File: src/rtl/rvv_pkg.sv
`default_nettype none
// ============================================================================
// Module   : rvv_pkg
// Brief    : Shared RVV types for the vector configuration unit: vtype
//            layout, vset* operation encoding, decoded request record and
//            the VLMAX exponent helper.
// Revision : 1.0
// ============================================================================
package rvv_pkg;

  // Widest scalar register the request record can carry.
  localparam int XlenMax = 64;

  localparam logic [6:0] OpcodeVec = 7'b1010111;
  localparam logic [2:0] OPCFG     = 3'b111;

  // All eight encodings are named so raw vtype bits always cast cleanly.
  typedef enum logic [2:0] {
    EW8      = 3'd0,
    EW16     = 3'd1,
    EW32     = 3'd2,
    EW64     = 3'd3,
    EW_RSVD4 = 3'd4,
    EW_RSVD5 = 3'd5,
    EW_RSVD6 = 3'd6,
    EW_RSVD7 = 3'd7
  } vew_e;

  typedef enum logic [2:0] {
    LMUL_1    = 3'd0,
    LMUL_2    = 3'd1,
    LMUL_4    = 3'd2,
    LMUL_8    = 3'd3,
    LMUL_RSVD = 3'd4,
    LMUL_1_8  = 3'd5,
    LMUL_1_4  = 3'd6,
    LMUL_1_2  = 3'd7
  } vlmul_e;

  typedef struct packed {
    logic   vill;
    logic   vma;
    logic   vta;
    vew_e   vsew;
    vlmul_e vlmul;
  } vtype_t;

  typedef enum logic [1:0] {
    VSETVLI  = 2'd0,
    VSETIVLI = 2'd1,
    VSETVL   = 2'd2
  } vcfg_op_e;

  // Decoded vset* request; vtype holds zimm (zero-extended) or rs2.
  typedef struct packed {
    vcfg_op_e             op;
    logic [4:0]           rd;
    logic [4:0]           rs1_idx;
    logic [XlenMax-1:0]   vtype;
    logic [XlenMax-1:0]   avl;
  } vcfg_req_t;

  localparam vtype_t VtypeResetVal = '{vill: 1'b1, vma: 1'b0, vta: 1'b0,
                                       vsew: EW8, vlmul: LMUL_1};

  // log2(VLMAX) = log2(VLEN) - 3 - vsew + signed(vlmul); may go negative
  // for illegal combinations, which callers must screen out.
  function automatic int vlmax_log2(vew_e sew, vlmul_e lmul, int vlen);
    int vlen_lg;
    int lmul_s;
    vlen_lg = 0;
    for (int i = 0; i < 31; i++) begin
      if ((1 << i) < vlen) vlen_lg = i + 1;
    end
    lmul_s = int'(lmul);
    if (lmul_s >= 4) lmul_s = lmul_s - 8;
    return vlen_lg - 3 - int'(sew) + lmul_s;
  endfunction

endpackage
`default_nettype wire

File: src/rtl/vcfg_unit_vlmax.sv
`default_nettype none
// ============================================================================
// Module   : vcfg_unit_vlmax
// Brief    : Combinational vtype legality check and VLMAX computation for a
//            candidate SEW/LMUL pair.
// Revision : 1.0
// ============================================================================
module vcfg_unit_vlmax
  import rvv_pkg::*;
#(
  parameter int VLEN    = 128,
  parameter int ELEN    = 64,
  parameter int VLWIDTH = $clog2(VLEN) + 1
) (
  input  vew_e               sew,
  input  vlmul_e             lmul,
  output logic               legal,
  output logic [VLWIDTH-1:0] vlmax
);

  localparam int ElenLg = $clog2(ELEN);

  int sew_lg;
  int lmul_i;
  int lg;

  // Legality screens reserved LMUL, SEW beyond ELEN and SEW > LMUL*ELEN.
  always_comb begin
    legal  = 1'b1;
    vlmax  = '0;
    sew_lg = 3 + int'(sew);
    lmul_i = int'(lmul);
    lg     = vlmax_log2(sew, lmul, VLEN);
    if (lmul == LMUL_RSVD) legal = 1'b0;
    if (sew_lg > ElenLg) legal = 1'b0;
    if (lmul_i >= 5 && sew_lg > ElenLg - (8 - lmul_i)) legal = 1'b0;
    if (legal && lg >= 0 && lg < VLWIDTH) vlmax = VLWIDTH'(1) << lg;
  end

endmodule
`default_nettype wire

File: src/rtl/vcfg_unit.sv
`default_nettype none
// ============================================================================
// Module   : vcfg_unit
// Brief    : Executes vsetvli / vsetivli / vsetvl and owns the architectural
//            vtype and vl seen by the vector pipeline. Three-state flow:
//            IDLE (accept) -> CALC (compute, commit) -> RESP (hold response).
// Revision : 1.0
// ============================================================================
module vcfg_unit
  import rvv_pkg::*;
#(
  parameter int VLEN = 128,
  parameter int ELEN = 64,
  parameter int XLEN = 32
) (
  input  logic                    clk_i,
  input  logic                    rst_ni,
  input  logic                    insn_valid_i,
  output logic                    insn_ready_o,
  input  logic [31:0]             insn_i,
  input  logic [XLEN-1:0]         rs1_i,
  input  logic [XLEN-1:0]         rs2_i,
  output logic                    resp_valid_o,
  input  logic                    resp_ready_i,
  output logic [4:0]              resp_rd_o,
  output logic [XLEN-1:0]         resp_vl_o,
  output logic                    resp_illegal_o,
  output vtype_t                  vtype_o,
  output logic [$clog2(VLEN):0]   vl_o
);

  localparam int VLWidth = $clog2(VLEN) + 1;

  typedef enum logic [1:0] {
    IDLE = 2'd0,
    CALC = 2'd1,
    RESP = 2'd2
  } state_e;

  state_e               state_q, state_d;
  logic                 accept;

  vcfg_req_t            dec_req;
  logic                 dec_illegal;
  vcfg_req_t            req_q;
  logic                 req_illegal_q;

  vtype_t               vtype_q, vtype_d;
  logic [VLWidth-1:0]   vl_q, vl_d;
  logic [4:0]           rd_q, rd_d;
  logic [XLEN-1:0]      resp_vl_q, resp_vl_d;
  logic                 ill_q, ill_d;

  vew_e                 cand_sew;
  vlmul_e               cand_lmul;
  logic                 cand_legal;
  logic [VLWidth-1:0]   cand_vlmax;
  logic                 rsvd_bad;
  logic                 avl_path;
  logic [VLWidth-1:0]   new_vl;
  logic                 go_vill;

  assign accept         = insn_valid_i && insn_ready_o;
  assign resp_valid_o   = (state_q == RESP);
  assign resp_rd_o      = rd_q;
  assign resp_vl_o      = resp_vl_q;
  assign resp_illegal_o = ill_q;
  assign vtype_o        = vtype_q;
  assign vl_o           = vl_q;

  // State register.
  always_ff @(posedge clk_i or negedge rst_ni) begin
    if (!rst_ni) state_q <= IDLE;
    else         state_q <= state_d;
  end

  // Next state and ready; RESP passes ready straight through from the consumer.
  always_comb begin
    state_d      = state_q;
    insn_ready_o = 1'b0;
    case (state_q)
      IDLE: begin
        insn_ready_o = 1'b1;
        if (insn_valid_i) state_d = CALC;
      end
      CALC: state_d = RESP;
      RESP: begin
        insn_ready_o = resp_ready_i;
        if (resp_ready_i) state_d = insn_valid_i ? CALC : IDLE;
      end
      default: state_d = IDLE;
    endcase
  end

  // Decode the incoming instruction into a request record.
  always_comb begin
    dec_req         = '0;
    dec_illegal     = 1'b1;
    dec_req.op      = VSETVLI;
    dec_req.rd      = insn_i[11:7];
    dec_req.rs1_idx = insn_i[19:15];
    dec_req.avl     = XlenMax'(rs1_i);
    if (insn_i[6:0] == OpcodeVec && insn_i[14:12] == OPCFG) begin
      if (!insn_i[31]) begin
        dec_illegal   = 1'b0;
        dec_req.op    = VSETVLI;
        dec_req.vtype = XlenMax'(insn_i[30:20]);
      end else if (insn_i[30]) begin
        dec_illegal   = 1'b0;
        dec_req.op    = VSETIVLI;
        dec_req.vtype = XlenMax'(insn_i[29:20]);
        dec_req.avl   = XlenMax'(insn_i[19:15]);
      end else if (insn_i[31:25] == 7'b1000000) begin
        dec_illegal   = 1'b0;
        dec_req.op    = VSETVL;
        dec_req.vtype = XlenMax'(rs2_i);
      end
    end
  end

  // Latch the decoded request when an instruction is accepted.
  always_ff @(posedge clk_i or negedge rst_ni) begin
    if (!rst_ni) begin
      req_q         <= '0;
      req_illegal_q <= 1'b0;
    end else if (accept) begin
      req_q         <= dec_req;
      req_illegal_q <= dec_illegal;
    end
  end

  assign cand_sew  = vew_e'(req_q.vtype[5:3]);
  assign cand_lmul = vlmul_e'(req_q.vtype[2:0]);

  vcfg_unit_vlmax #(
    .VLEN    (VLEN),
    .ELEN    (ELEN),
    .VLWIDTH (VLWidth)
  ) u_vlmax (
    .sew   (cand_sew),
    .lmul  (cand_lmul),
    .legal (cand_legal),
    .vlmax (cand_vlmax)
  );

  // vsetivli only has the 10-bit zimm; the other forms reject any set bit
  // above vma, including the top (vill) bit of rs2.
  assign rsvd_bad = (req_q.op != VSETIVLI) && (|req_q.vtype[XlenMax-1:8]);
  assign avl_path = (req_q.rs1_idx != 5'd0) || (req_q.op == VSETIVLI);

  // New vl selection and vill decision for the latched request.
  always_comb begin
    new_vl  = vl_q;
    go_vill = !cand_legal || rsvd_bad;
    if (avl_path) begin
      if (req_q.avl[XLEN-1:0] < XLEN'(cand_vlmax)) new_vl = req_q.avl[VLWidth-1:0];
      else                                         new_vl = cand_vlmax;
    end else if (req_q.rd != 5'd0) begin
      new_vl = cand_vlmax;
    end else if (vtype_q.vill || vl_q > cand_vlmax) begin
      go_vill = 1'b1;
    end
  end

  // Architectural state and response updates, applied only leaving CALC.
  always_comb begin
    vtype_d   = vtype_q;
    vl_d      = vl_q;
    rd_d      = rd_q;
    resp_vl_d = resp_vl_q;
    ill_d     = ill_q;
    if (state_q == CALC) begin
      if (req_illegal_q) begin
        ill_d     = 1'b1;
        rd_d      = 5'd0;
        resp_vl_d = '0;
      end else begin
        ill_d = 1'b0;
        rd_d  = req_q.rd;
        if (go_vill) begin
          vtype_d   = VtypeResetVal;
          vl_d      = '0;
          resp_vl_d = '0;
        end else begin
          vtype_d = '{vill: 1'b0, vma: req_q.vtype[7], vta: req_q.vtype[6],
                      vsew: cand_sew, vlmul: cand_lmul};
          vl_d      = new_vl;
          resp_vl_d = XLEN'(new_vl);
        end
      end
    end
  end

  // Architectural and response registers.
  always_ff @(posedge clk_i or negedge rst_ni) begin
    if (!rst_ni) begin
      vtype_q   <= VtypeResetVal;
      vl_q      <= '0;
      rd_q      <= 5'd0;
      resp_vl_q <= '0;
      ill_q     <= 1'b0;
    end else begin
      vtype_q   <= vtype_d;
      vl_q      <= vl_d;
      rd_q      <= rd_d;
      resp_vl_q <= resp_vl_d;
      ill_q     <= ill_d;
    end
  end

endmodule
`default_nettype wire

File: config.mk
export PLATFORM = sky130hd
export DESIGN_NAME = vcfg_unit
export DESIGN_NICKNAME = d
export VERILOG_FILES = /design/src/rtl/rvv_pkg.sv /design/src/rtl/vcfg_unit_vlmax.sv /design/src/rtl/vcfg_unit.sv
export SDC_FILE = /design/constraint.sdc
export NUM_CORES = 1
export LEC_CHECK = 0
export CAP_MARGIN = 20
export CORE_MARGIN = 2
export CORE_UTILIZATION = 30
export DETAILED_ROUTE_END_ITERATION = 8
export PLACE_DENSITY = 0.66
export RECOVER_POWER = 25
export SETUP_SLACK_MARGIN = 0.05
export SLEW_MARGIN = 20
export SYNTH_ARGS = -nofsm -noshare
export SYNTH_HDL_FRONTEND = slang
export SYNTH_HIERARCHICAL = 1
export SYNTH_SLANG_ARGS = --single-unit
File: constraint.sdc
create_clock -name clk_i -period 7.3 [get_ports clk_i]
set_clock_uncertainty 0.1 [all_clocks]
set_input_delay 0.73 -clock clk_i [delete_from_list [all_inputs] [get_ports clk_i]]
set_output_delay 0.73 -clock clk_i [all_outputs]
set_load 0.05 [all_outputs]
* Word level (Yosys, flattened, before mapping)
Cells that the tools add are included.
** Storage, ports and cells
- Output and inout bits :: 57
- Flip-flop bits (word level) :: 166
- Bits of input ports :: 100
- Logic and storage cells :: 94
** Cells by class
- Equal/unequal tests :: 10
- Add/sub/neg operators :: 6
- Reduce and logical (&&, ||, !) cells :: 16
- Bitwise logic cells :: 1
- Multiplexer cells :: 36
- Magnitude comparators :: 8
- Shift operators :: 1
** Operator list (number)
- 32-bit two-way mux :: 5
- 128-bit two-way mux :: 1
- 64-bit two-way mux :: 1
- 8-bit two-way mux :: 7
- 56-bit OR reduction :: 1
- 32-bit adder :: 1
- 32-bit by 1-bit >= comparator with 1-bit output (second input constant) :: 1
- 32-bit > comparator :: 1
- 32-bit by 4-bit > comparator with 1-bit output (second input constant) :: 1
- 32-bit by 5-bit < comparator with 1-bit output (second input constant) :: 1
- 32-bit by 8-bit < comparator with 1-bit output :: 1
- 1-bit by 32-bit << shifter with 8-bit output (first input constant) :: 1
- 4-bit by 32-bit subtractor with 32-bit output (first input constant) :: 1
- 7-bit equality test (second input constant) :: 2
- 1-bit two-way mux :: 12
- 2-bit two-way mux :: 6
- 5-bit nonzero test :: 2
- 9-bit two-way mux :: 1
- 8-bit > comparator :: 1
- 3-bit equality test (second input constant) :: 2
- 3-bit >= comparator (second input constant) :: 2
- 1-bit logical AND :: 6
- 2-bit case mux with 3 select lines :: 1
- 5-bit two-way mux :: 1
- other kinds (14) :: 19

* Logic depth before layout (Yosys ltp)
Gate-level depths: netlist (run 1).
- Depth in word-level cells :: 15
- Mapped depth :: 23
- Mapped depth without buffers :: 22

* Cells and area by module
Netlist (run 1), hierarchy kept.
** By module, submodules not included
- vcfg_unit :: area an instance 5192.5 um2, instances 1, cells each 538, sequential area each 2753.9 um2
- vcfg_unit_vlmax :: area an instance 890.9 um2, instances 1, cells each 96, sequential area each 0.0 um2

* Least setup slack after synthesis (run 1)
Ideal clock, no wire load.
- Path kind :: reg-to-reg
- Start :: register req_q, in the netlist cand_sew[0]
- End :: register vtype_q, in the netlist vtype_o[0]
- Setup slack :: 2164 ps
- Buffers on the path :: 0
- Data arrival time :: 4969 ps
- Clock period less this slack :: 5136 ps
- Cell stages (with the launch flop) :: 21
- Data required time :: 7133 ps
- Setup time :: 67 ps
- Cell sequence :: dfrtp_1 > inv_1 > ha_1 > ha_1 > a21o_1 > a21o_1 > a21oi_1 > inv_1 > fa_1 > nand4bb_1 > a2111oi_4 > nand4_4 > nor4_1 > inv_1 > ha_1 > nor2b_1 > o211ai_1 > a21oi_1 > o41ai_2 > nor3b_4 > a22o_1
** Between the ends
- Longest elaborated chain between the ends :: 13
- Elaborated cells on any way between the ends :: 22
- Those cells by class :: add/sub: 3; order compare: 5; shift: 1; mux: 7; reduce/logical: 6
** Ends and longest elaborated chain
- from (decl) :: RTL line vcfg_unit.sv:45 : vcfg_req_t req_q;
- from (signal assigned) :: RTL line vcfg_unit.sv:127 : req_q <= dec_req;
- parallel branches: the longest is 6 deep, another holds 32-bit adder
- 8-bit two-way mux * :: RTL line vcfg_unit_vlmax.sv:37 : if (legal && lg >= 0 && lg < VLWIDTH) vlmax = VLWIDTH'(1) << lg;
- net cand_vlmax[1] :: RTL line vcfg_unit.sv:57 : logic [VLWidth-1:0] cand_vlmax;
- 8-bit > comparator * :: RTL line vcfg_unit.sv:160 : end else if (vtype_q.vill || vl_q > cand_vlmax) begin
- 1-bit logical OR * :: RTL line vcfg_unit.sv:160
- 1-bit two-way mux * :: RTL line vcfg_unit.sv:160
- 1-bit two-way mux * :: RTL line vcfg_unit.sv:158 : end else if (req_q.rd != 5'd0) begin
- 1-bit two-way mux * :: RTL line vcfg_unit.sv:155 : if (avl_path) begin
- 9-bit two-way mux * :: RTL line vcfg_unit.sv:180 : if (go_vill) begin
- to (signal assigned) :: RTL line vcfg_unit.sv:197 : vtype_q <= VtypeResetVal;
- to (signal assigned) :: RTL line vcfg_unit.sv:203 : vtype_q <= vtype_d;
- to (decl) :: RTL line vcfg_unit.sv:48 : vtype_t vtype_q, vtype_d;
Mark *: on every way through the listed nets, which the timed path passes.
A chain may end at the register's enable or synchronous reset.

* Worst setup path after layout (run 1)
- Start :: register req_q, in the netlist cand_sew[0]
- End :: register resp_vl_q[0] (netlist: resp_vl_o[0])
** Between the ends
- Longest elaborated chain between the ends :: 14
- Elaborated cells on any way between the ends :: 27
- Those cells by class :: add/sub: 3; order compare: 6; shift: 1; mux: 11; reduce/logical: 6
** Ends and longest elaborated chain
- parallel branches: the longest is 6 deep, another holds 32-bit adder
- 8-bit two-way mux * :: RTL line vcfg_unit_vlmax.sv:37
- net cand_vlmax[7] :: RTL line vcfg_unit.sv:57
- parallel branches: the longest is 5 deep, another holds 32-bit by 8-bit < comparator with 1-bit output
- 8-bit two-way mux * :: RTL line vcfg_unit.sv:180
- 8-bit two-way mux * :: RTL line vcfg_unit.sv:173 : if (req_illegal_q) begin
- to (signal assigned) :: RTL line vcfg_unit.sv:206 : resp_vl_q <= resp_vl_d;
- to (decl) :: RTL line vcfg_unit.sv:51 : logic [XLEN-1:0] resp_vl_q, resp_vl_d;
Marked as above.

==> results_dict.tcl, run 1 <==
set metrics [dict create \
    fmax_mhz 165 \
    clk_pin_slew_ns 0.07 \
    ys_async_sr_fraction 1.00 \
    cts_num_sinks 110 \
    synthFlopType "dfrtp_1" \
    cp-startpoint "cand_sew[0]" \
    crit_required_ns 7.43 \
    cts_hold_buf 0 \
    layout_commonest_cell "nand2_1" \
    finalSetupViolCount 0 \
    layout_setup_ws_ns 1.24 \
    ir_drop_mv 0.108 \
    min_period_ns 6.06 \
    die_y_um 146 \
    slowest_delay_ns 0.83 \
    ys_seq_area_frac 0.453 \
    hpwl_um 11600 \
    wire_per_inst_um 15.5 \
    dieWidth_um 146 \
    p_per_area_nw_per_um2 191 \
    overflow 0 \
    drive_gt1_frac 0.0489 \
    path_cells "inv_1, ha_1, fa_1, a21oi_1, o21bai_1, fa_1, nand4bb_4, a2111oi_4, nand4_4, nor4_1, inv_1, ha_1, a211oi_1, nand4_1, a211oi_2, a21boi_0, a311oi_1, o21ai_0" \
    fin_nets 893 \
    slowest_stage "a211oi_2" \
    vias 4968 \
    root_buffer "clkbuf_16" \
    cts_buffers 9 \
    cts_tree "yes" \
    final_antenna_net_count 0 \
    firstDrtPassIters 4 \
    use_met2 0.248 \
    crit_path_end_kind "flip-flop" \
    reg2reg_from "cand_sew[0]" \
    outcome "finished with violations" \
    syn_to_final_growth_pct 29.1 \
    gr-usage-met1 0.206 \
    synth_top_area_cell "dfrtp_1" \
    cts-htree-levels 3 \
    drt-initial-drc-count 314 \
    antenna_found_initial 1 \
    viasPerCell 4.83 \
    start_util 0.304 \
    yosys.area.top_type_share 0.448 \
    port_buffers 132 \
    drc 0 \
    grt_pass1_wl_um 26200 \
    grt_usage 0.154 \
    syn_area_um2 6080 \
    violations "max-capacitance violations, max-slew violations" \
    drv_slew 113 \
    grtUsageMet3 0.0328 \
    cp-start-kind "flip-flop" \
    hold_start "req_q[128]" \
    syn-instance-count 634 \
    slew_headroom -1.54 \
    cp.arrival_ns 6.18 \
    place_congestion 0.869 \
    syn_avg_cell_area_um2 9.60 \
    period_share 0.829 \
    cap_violations 2 \
    fp.coreArea_um2 20000 \
    p_leak_uw 0.00346 \
    post_cts_buffers 0 \
    rows 52 \
    cts_buffer_depth 2 \
    grt_setup_unrepaired "false" \
    busiest_layer "met2" \
    final_util 0.392 \
    yosys_warnings 6 \
    final_cell_mix "141 x nand2_1, 131 x clkdlybuf4s50_1, 109 x dfrtp_1, 62 x o21ai_0, 33 x a22o_1" \
    hold_path_class "flip-flop to flip-flop" \
    pre_cts_ws_ns 1.36 \
    crit_type "flip-flop to flip-flop" \
    worstPathMaxFanout 16 \
    io_pins 157 \
    ctsResizeCount 0 \
    ys_types 61 \
    clock_latency_ns 0.36 \
    die_area_um2 21400 \
    final_hold_viol_count 0 \
    drt-total-wl_um 15900 \
    synth_edf_count 0 \
    setup_tns_ns 0 \
    tightest_slew_ns 3.81 \
    synthTopCellsByArea "dfrtp_1 45%, nand2_1 8.8%, ha_1 6.2%" \
    grt_pass1_vias 4983 \
    grt_max_degree 82 \
    synth-seq-cells 110 \
]
## final timing paths
path                            slack [ns]      endpoint  cells past startpoint
worst max-delay path                  1.24  resp_vl_o[0]                     18
worst min-delay path                  0.37    req_q[128]                      2
worst max register to register        1.24  resp_vl_o[0]                     18
worst min register to register        0.37    req_q[128]                      2
max in group asynchronous             1.68     req_q[25]                      2
min in group asynchronous             0.91     req_q[82]                      1
## cells in the mapped netlist, types with 2 or more instances
master,instances
nand3_1,10
buf_4,24
ha_1,30
o21ai_0,62
a22o_1,33
nor4_1,19
a21boi_0,2
nor3_1,6
mux2i_1,5
xor2_1,3
nand2b_1,3
o21a_1,2
a21oi_1,19
a211oi_1,9
a22oi_1,10
fa_1,11
inv_1,30
nand4_1,11
clkbuf_1,27
nand2_1,142
dfrtp_1,109
a311oi_1,8
o21bai_1,3
nand4b_1,2
a21o_1,4
buf_2,2
nor2b_1,4
or4_1,2
nor2_1,10
## cell families (layout without fill, tap and decap cells)
group | count (synthesis) | in the layout | synth area share
AND/OR/NAND/NOR | 221 | 221 | 0.174
AO/OA/AOI/OAI | 165 | 165 | 0.189
flip-flops | 110 | 110 | 0.453
buffers and inverters | 86 | 186 | 0.0695
adder cells (fa/ha/maj) | 41 | 41 | 0.0979
multiplexers | 6 | 6 | 0.0105
XOR/XNOR | 4 | 4 | 0.00576
other | 1 | 25 | 0.000616
## final cells by class
cell class	count	area, µm²
tap	270	338
fill	2080	12200
multi-input combinational	461	3000
antenna	1	2.50
inverter	31	116
clock buffer	12	236
sequential	110	2750
clock inverter	4	47.5
timing repair buffer	139	1360
## where the power goes
| part | total, µW | internal, µW | switching, µW | leakage (µW) |
|---|---|---|---|---|
| logic | 293 | 115 | 178 | 0.00187 |
| registers | 722 | 672 | 50.1 | 0.00145 |
| clock network | 488 | 266 | 222 | 0.000137 |
| total | 1500 | 1050 | 450 | 0.00346 |
## registers in the layout, summed over array words and instances, names as in the netlist
signal,flops
req_q,70
vtype_o,9
resp_vl_o,8
vl_o,8
resp_rd_o,5
cand_lmul,3
cand_sew,3
state_q,2
req_illegal_q,1
resp_illegal_o,1
## metal layers
layer / up-vias / wire length [µm]
li1: 2444 / -
met1: 2388 / 7410
met2: 114 / 7450
met3: 22 / 781
met4: 0 / 300
met5: - / 0
## critical path: cells and delay by family, from the launching register on
family          cells  cell delay (ns)
compound gates      8             2.62
fa+ha+maj           4             1.67
simple gates        4             0.83
flops               1             0.48
buf+inv             2             0.23
## per-stage QoR
stage	hold slack [ns]	instance area (µm²)	power, µW	cells
2_1_floorplan	0.334	6170	906	657
3_3_place_gp	0.352	7580	1030	1011
3_5_place_dp	0.359	7580	1030	1011
4_1_cts	0.262	7860	1520	1027
5_1_grt	0.387	7850	1590	1027
6_report	0.369	7860	1500	1028
No activity file was read; power rests on OpenSTA's default activity.
==> run 2: changes to the inputs <==
--- a/config.mk
+++ b/config.mk
@@ -9,7 +9,7 @@
 export CORE_MARGIN = 2
 export CORE_UTILIZATION = 30
 export DETAILED_ROUTE_END_ITERATION = 8
-export PLACE_DENSITY = 0.66
+export PLACE_DENSITY = 0.68
 export RECOVER_POWER = 25
 export SETUP_SLACK_MARGIN = 0.05
 export SLEW_MARGIN = 20
==> constraint.sdc (replaced) <==
create_clock -name clk_i -period 4.88 [get_ports clk_i]
set_clock_uncertainty 0.1 [all_clocks]
set_input_delay 0.488 -clock clk_i [delete_from_list [all_inputs] [get_ports clk_i]]
set_output_delay 0.488 -clock clk_i [all_outputs]
set_load 0.05 [all_outputs]
==> run 2 against run 1 <==
Net effect:
- the run ends with max-capacitance violations, max-slew violations, negative setup slack left
- global-route usage rose by 0.19 points
- sequential share of layout area fell by 2.5 points
- worst hold slack improved by 0.0024 ns
- critical endpoint is now vl_o[0]
- critical path depth rose by 5
==> results_dict.tcl, run 2 (synthesis gave the netlist of run 1 again) <==
set metrics [dict create \
    ir_drop_mv 0.170 \
    start_util 0.304 \
    cts_buffer_depth 2 \
    drc 0 \
    grt_pass1_vias 5327 \
    fillers 1992 \
    firstDrtPassIters 5 \
    cts_tree "yes" \
    drv_slew 57 \
    cp_num_cells 23 \
    cts_buffers 9 \
    port_buffers 132 \
    drive_gt1_frac 0.142 \
    pre_cts_ws_ns -0.249 \
    grt_pass1_wl_um 27000 \
    place_congestion 0.902 \
    cp.arrival_ns 5.13 \
    fp.coreArea_um2 20000 \
    crit_buf_inv 6 \
    setup_tns_ns -2.35 \
    diodes 0 \
    antenna_found_initial 0 \
    grt_max_degree 82 \
    reg2reg_depth 23 \
    cap_violations 1 \
    die_area_um2 21400 \
    crit_type "flip-flop to flip-flop" \
    root_buffer "clkbuf_16" \
    crit_required_ns 4.99 \
    p_leak_uw 0.00371 \
    largest_reg_flops 70 \
    final_antenna_net_count 0 \
    hpwl_um 12000 \
    slowest_stage "fa_1" \
    worstPathMaxFanout 6 \
    layout_setup_ws_ns -0.140 \
    crit_path_end_kind "flip-flop" \
    cp-start-kind "flip-flop" \
    drt-total-wl_um 16500 \
    rrSetupSlack_ns -0.14 \
    grt_setup_unrepaired "true" \
    tightest_slew_ns 3.00 \
    cts_hold_buf 0 \
    net-switching-power_uw 684 \
    slew_headroom -0.998 \
    outcome "finished with violations" \
    clock_latency_ns 0.35 \
    vias 5205 \
    drt-initial-drc-count 281 \
    hold_start "req_q[138]" \
    finalSetupViolCount 25 \
    hold_path_class "flip-flop to flip-flop" \
    period_share 1.03 \
    wire_per_inst_um 15.4 \
    comb_power_share 0.216 \
    final_cell_mix "141 x nand2_1, 131 x clkdlybuf4s50_1, 108 x dfrtp_1, 48 x o21ai_0, 44 x buf_4" \
    cts_num_sinks 110 \
    seq_power_share 0.491 \
    dieWidth_um 146 \
    min_period_ns 5.02 \
    reg2reg_from "cand_sew[0]" \
    fmax_mhz 199 \
    layout_commonest_cell "nand2_1" \
    top_register "req_q" \
    p_per_area_nw_per_um2 262 \
    grt_usage 0.156 \
    violations "max-capacitance violations, max-slew violations, negative setup slack" \
    p_int_uw 1540 \
    worstReg2RegEnd "vl_o[0]" \
    clockPowerShare 0.293 \
    rows 52 \
    viasPerCell 4.87 \
    swShare 0.308 \
    cts-htree-levels 3 \
    overflow 0 \
    path_cells "inv_2, ha_4, ha_4, a21o_1, a21o_1, buf_4, fa_1, inv_1, fa_1, nand4b_1, a2111oi_4, nand4_4, buf_6, nor4_2, inv_1, ha_1, o21ai_1, a21oi_2, a211oi_4, buf_12, a21boi_1, a311oi_2, o22ai_1" \
    cp_top_family "compound AO/OA/AOI/OAI gates" \
    clk_pin_slew_ns 0.07 \
    holdPathEnd "req_q[138]" \
    min_path_cells 2 \
    io_pins 157 \
    die_y_um 146 \
    syn_to_final_growth_pct 39.1 \
    fin_nets 937 \
    slowest_delay_ns 0.47 \
    final_hold_viol_count 0 \
]
## run 2: per-layer routing
| metal | vias to the layer above | routed length [µm] | GRT usage |
|---|---|---|---|
| met1 | 2495 | 7470 | 0.210 |
| li1 | 2527 | - | - |
| met5 | - | 0 | 0 |
| met4 | 0 | 345 | 0.0481 |
| met3 | 33 | 917 | 0.0347 |
| met2 | 150 | 7730 | 0.252 |
## run 2: layout make-up
class,instances,area (µm²),share of cell area
inverters,31,116,0.0138
clock inverters,3,15.0,0.00177
multi-input cells,461,3260,0.385
well taps,270,338,0.0399
clock buffers,10,229,0.0271
flip-flops and latches,110,2760,0.326
repair buffers,183,1750,0.207
## run 2: stage by stage
step / hold slack, ns / instance area, µm² / std cells / total power, µW / utilization
2_1_floorplan: 0.0924 / 6270 / 657 / 1360 / -
3_3_place_gp: 0.352 / 7970 / 1048 / 1550 / 0.398
3_5_place_dp: 0.360 / 7970 / 1048 / 1550 / 0.398
4_1_cts: 0.116 / 8320 / 1063 / 2220 / 0.415
5_1_grt: 0.391 / 8460 / 1068 / 2350 / 0.422
6_report: 0.371 / 8460 / 1068 / 2220 / 0.422
## run 2: worst max path at each step
stage	end	startpoint	slack, ns
5_1_grt	vl_o[0]	cand_sew[0]	-0.44
3_5_place_dp	resp_vl_o[7]	cand_sew[0]	-0.25
2_1_floorplan	vtype_o[0]	cand_sew[0]	-0.01
3_3_place_gp	vl_o[7]	cand_sew[0]	-0.16
4_1_cts	resp_vl_o[7]	cand_sew[0]	0.01
6_report	vl_o[0]	cand_sew[0]	-0.14
## run 2: repair_timing
item                                    4_1_cts  5_1_grt
pin swaps                                     7        6
endpoints found under the setup margin       25       25
buffers inserted                              2        3
cloned                                        0        1
resized for setup                            17       24
## run 2: power by group through the flow
stage	clock (µW)	sequential (µW)	combinational [µW]
finish	651	1090	480
global route	712	1100	536
CTS	673	1090	466
detailed placement	0	1100	455
global placement	0	1100	449
floorplan	0	1090	270
## run 2: worst register-to-register path: stages (launching register included)
cell and delay (ns):
dfrtp_2 0.43, inv_2 0.07, ha_4 0.21, ha_4 0.26, a21o_1 0.13, a21o_1 0.16, buf_4 0.13, fa_1 0.15
inv_1 0.05, fa_1 0.47, nand4b_1 0.16, a2111oi_4 0.27, nand4_4 0.18, buf_6 0.18, nor4_2 0.22, inv_1 0.10
ha_1 0.27, o21ai_1 0.21, a21oi_2 0.11, a211oi_4 0.35, buf_12 0.16, a21boi_1 0.08, a311oi_2 0.30, o22ai_1 0.11
==> run 3: changes to the inputs <==
--- a/config.mk
+++ b/config.mk
@@ -10,7 +10,7 @@
 export CORE_UTILIZATION = 30
 export DETAILED_ROUTE_END_ITERATION = 8
 export PLACE_DENSITY = 0.68
-export RECOVER_POWER = 25
+export RECOVER_POWER = 100
 export SETUP_SLACK_MARGIN = 0.05
 export SLEW_MARGIN = 20
 export SYNTH_ARGS = -nofsm -noshare
==> run 3 against run 2 <==
Net effect:
- the run still ends with max-capacitance violations, max-slew violations, negative setup slack left
- sequential power barely moved
- clock power barely moved
- via count fell by 0.81%
- critical path type unchanged
- critical endpoint is now vtype_o[6]
- largest cell class unchanged
- highest routed layer unchanged
==> results_dict.tcl, run 3 (synthesis gave the netlist of run 1 again) <==
set metrics [dict create \
    clock_latency_ns 0.35 \
    final_cell_mix "142 x nand2_1, 108 x dfrtp_1, 96 x clkdlybuf4s50_1, 48 x o21ai_0, 41 x buf_4" \
    layout_commonest_cell "nand2_1" \
    cap_violations 2 \
    final_util 0.421 \
    hold_path_class "flip-flop to flip-flop" \
    violations "max-capacitance violations, max-slew violations, negative setup slack" \
    cts_hold_buf 0 \
    layout_setup_ws_ns -0.136 \
    swShare 0.309 \
    root_buffer "clkbuf_16" \
    grt_pass1_vias 5327 \
    port_buffers 132 \
    dp.cells 1048 \
    cts_num_sinks 110 \
    final_hold_viol_count 0 \
    crit_path_end_kind "flip-flop" \
    seq_power_share 0.491 \
    worstPathMaxFanout 9 \
    net-switching-power_uw 685 \
    crit_required_ns 5.07 \
    m1WireLength_um 7450 \
    io_pins 157 \
    syn_to_final_growth_pct 38.8 \
    hpwl_um 12000 \
    cts-htree-levels 3 \
    outcome "finished with violations" \
    diodes 0 \
    wl_met3_um 927 \
    ir_drop_mv 0.169 \
    firstDrtPassIters 4 \
    grt_max_degree 82 \
    grt_pass1_wl_um 27000 \
    holdPathEnd "req_q[138]" \
    cp-start-kind "flip-flop" \
    overflow 0 \
    drt-total-wl_um 16400 \
    p_int_uw 1530 \
    slowest_delay_ns 0.47 \
    hold_start "req_q[138]" \
    drv_slew 98 \
    drc 0 \
    path_cells "inv_2, ha_4, ha_4, a21o_1, a21o_1, buf_4, fa_1, inv_1, fa_1, nand4b_1, a2111oi_4, nand4_4, buf_6, nor4_4, inv_1, buf_4, buf_4, ha_4, a21oi_2, a21oi_2, o41ai_4, nor3b_4, buf_12, a22o_1" \
    die_y_um 146 \
    slew_headroom -1.00 \
    clk_pin_slew_ns 0.07 \
    comb_power_share 0.214 \
    min_path_cells 2 \
    period_share 1.03 \
    final_antenna_net_count 0 \
    grt_usage 0.156 \
    worstReg2RegEnd "vtype_o[6]" \
    viasPerCell 4.83 \
    p_leak_uw 0.00380 \
    die_area_um2 21400 \
    clockPowerShare 0.295 \
    final_area_um2 8450 \
    cp.arrival_ns 5.21 \
    tightest_slew_ns 3.01 \
    grt_setup_unrepaired "true" \
    p_per_area_nw_per_um2 263 \
    rows 52 \
    cts_buffer_depth 2 \
    crit_type "flip-flop to flip-flop" \
    drt-initial-drc-count 282 \
    finalNonFillerCells 1068 \
    pre_cts_ws_ns -0.249 \
    cts_buffers 9 \
    dieWidth_um 146 \
    fin_nets 937 \
    reg2reg_from "cand_sew[0]" \
    placed_cell_area_um2 7970 \
    finalSetupViolCount 25 \
    rrSetupSlack_ns -0.14 \
    fmax_mhz 199 \
    top_register "req_q" \
    min_period_ns 5.02 \
    vias 5163 \
    wl_met2_um 7720 \
    cts_tree "yes" \
    place_congestion 0.902 \
    wire_per_inst_um 15.3 \
    reg2reg_depth 24 \
    highest_layer "met4" \
    antenna_found_initial 0 \
    start_util 0.304 \
    fp.coreArea_um2 20000 \
    largest_reg_flops 70 \
    slowest_stage "fa_1" \
    drive_gt1_frac 0.135 \
]
[run 3: cell types whose count changed in the layout (fill, tap and decap cells not counted)]
cell,previous run,this run
dlygate4sd3_1,0,35
clkbuf_1,2,5
nand2_1,141,142
nor2_2,2,1
nor2_1,8,9
clkdlybuf4s50_1,131,96
buf_4,44,41
nand2_2,1,0
[run 3: layer usage]
layer	vias up	track usage
met5	-	0
met4	0	0.0481
met3	26	0.0347
met2	142	0.252
met1	2468	0.210
li1	2527	-
[run 3: through the flow]
step / hold slack, ns / setup TNS [ns] / total power [µW]
detailed placement: 0.360 / -2.99 / 1550
floorplan: 0.0924 / -0.0850 / 1360
CTS: 0.116 / 0 / 2220
global placement: 0.352 / -1.03 / 1550
finish: 0.371 / -2.18 / 2220
global route: 0.391 / -9.13 / 2350
[run 3: how the worst max path moves through the flow]
stage                start            to  cells after the start
3_3_place_gp   cand_sew[0]       vl_o[7]                     21
2_1_floorplan  cand_sew[0]    vtype_o[0]                     20
5_1_grt        cand_sew[0]       vl_o[0]                     23
4_1_cts        cand_sew[0]  resp_vl_o[7]                     22
6_report       cand_sew[0]    vtype_o[6]                     24
3_5_place_dp   cand_sew[0]  resp_vl_o[7]                     22
[run 3: what timing repair did]
action / 4_1_cts / 5_1_grt
buffers inserted: 2 / 3
setup endpoints to repair: 25 / 25
cloned: 0 / 1
endpoints found under the hold margin: 0 / 0
resized for setup: 17 / 24
pin swaps: 7 / 6
[run 3: final cells by class]
type / count / area [µm²]
inverters: 31 / 116
fillers: 1997 / 11600
clock inverters: 3 / 15.0
flip-flops and latches: 110 / 2760
well taps: 270 / 338
multi-input cells: 461 / 3250
clock buffers: 10 / 229
repair buffers: 183 / 1740
[run 3: worst max-delay path: cells and delay by family, from the launching register on]
family / cells / cell delay (ns)
AO/OA/AOI/OAI: 7 / 1.31
adder cells (fa/ha/maj): 5 / 1.31
buffers and inverters: 8 / 0.96
flip-flops: 1 / 0.43
AND/OR/NAND/NOR: 4 / 0.84
[run 3: power by group through the flow]
stage               Clock, µW  Sequential (µW)  Combinational [µW]
finish                    653             1090                 475
global route              712             1100                 532
CTS                       673             1090                 466
detailed placement          0             1100                 455
global placement            0             1100                 449
floorplan                   0             1090                 270
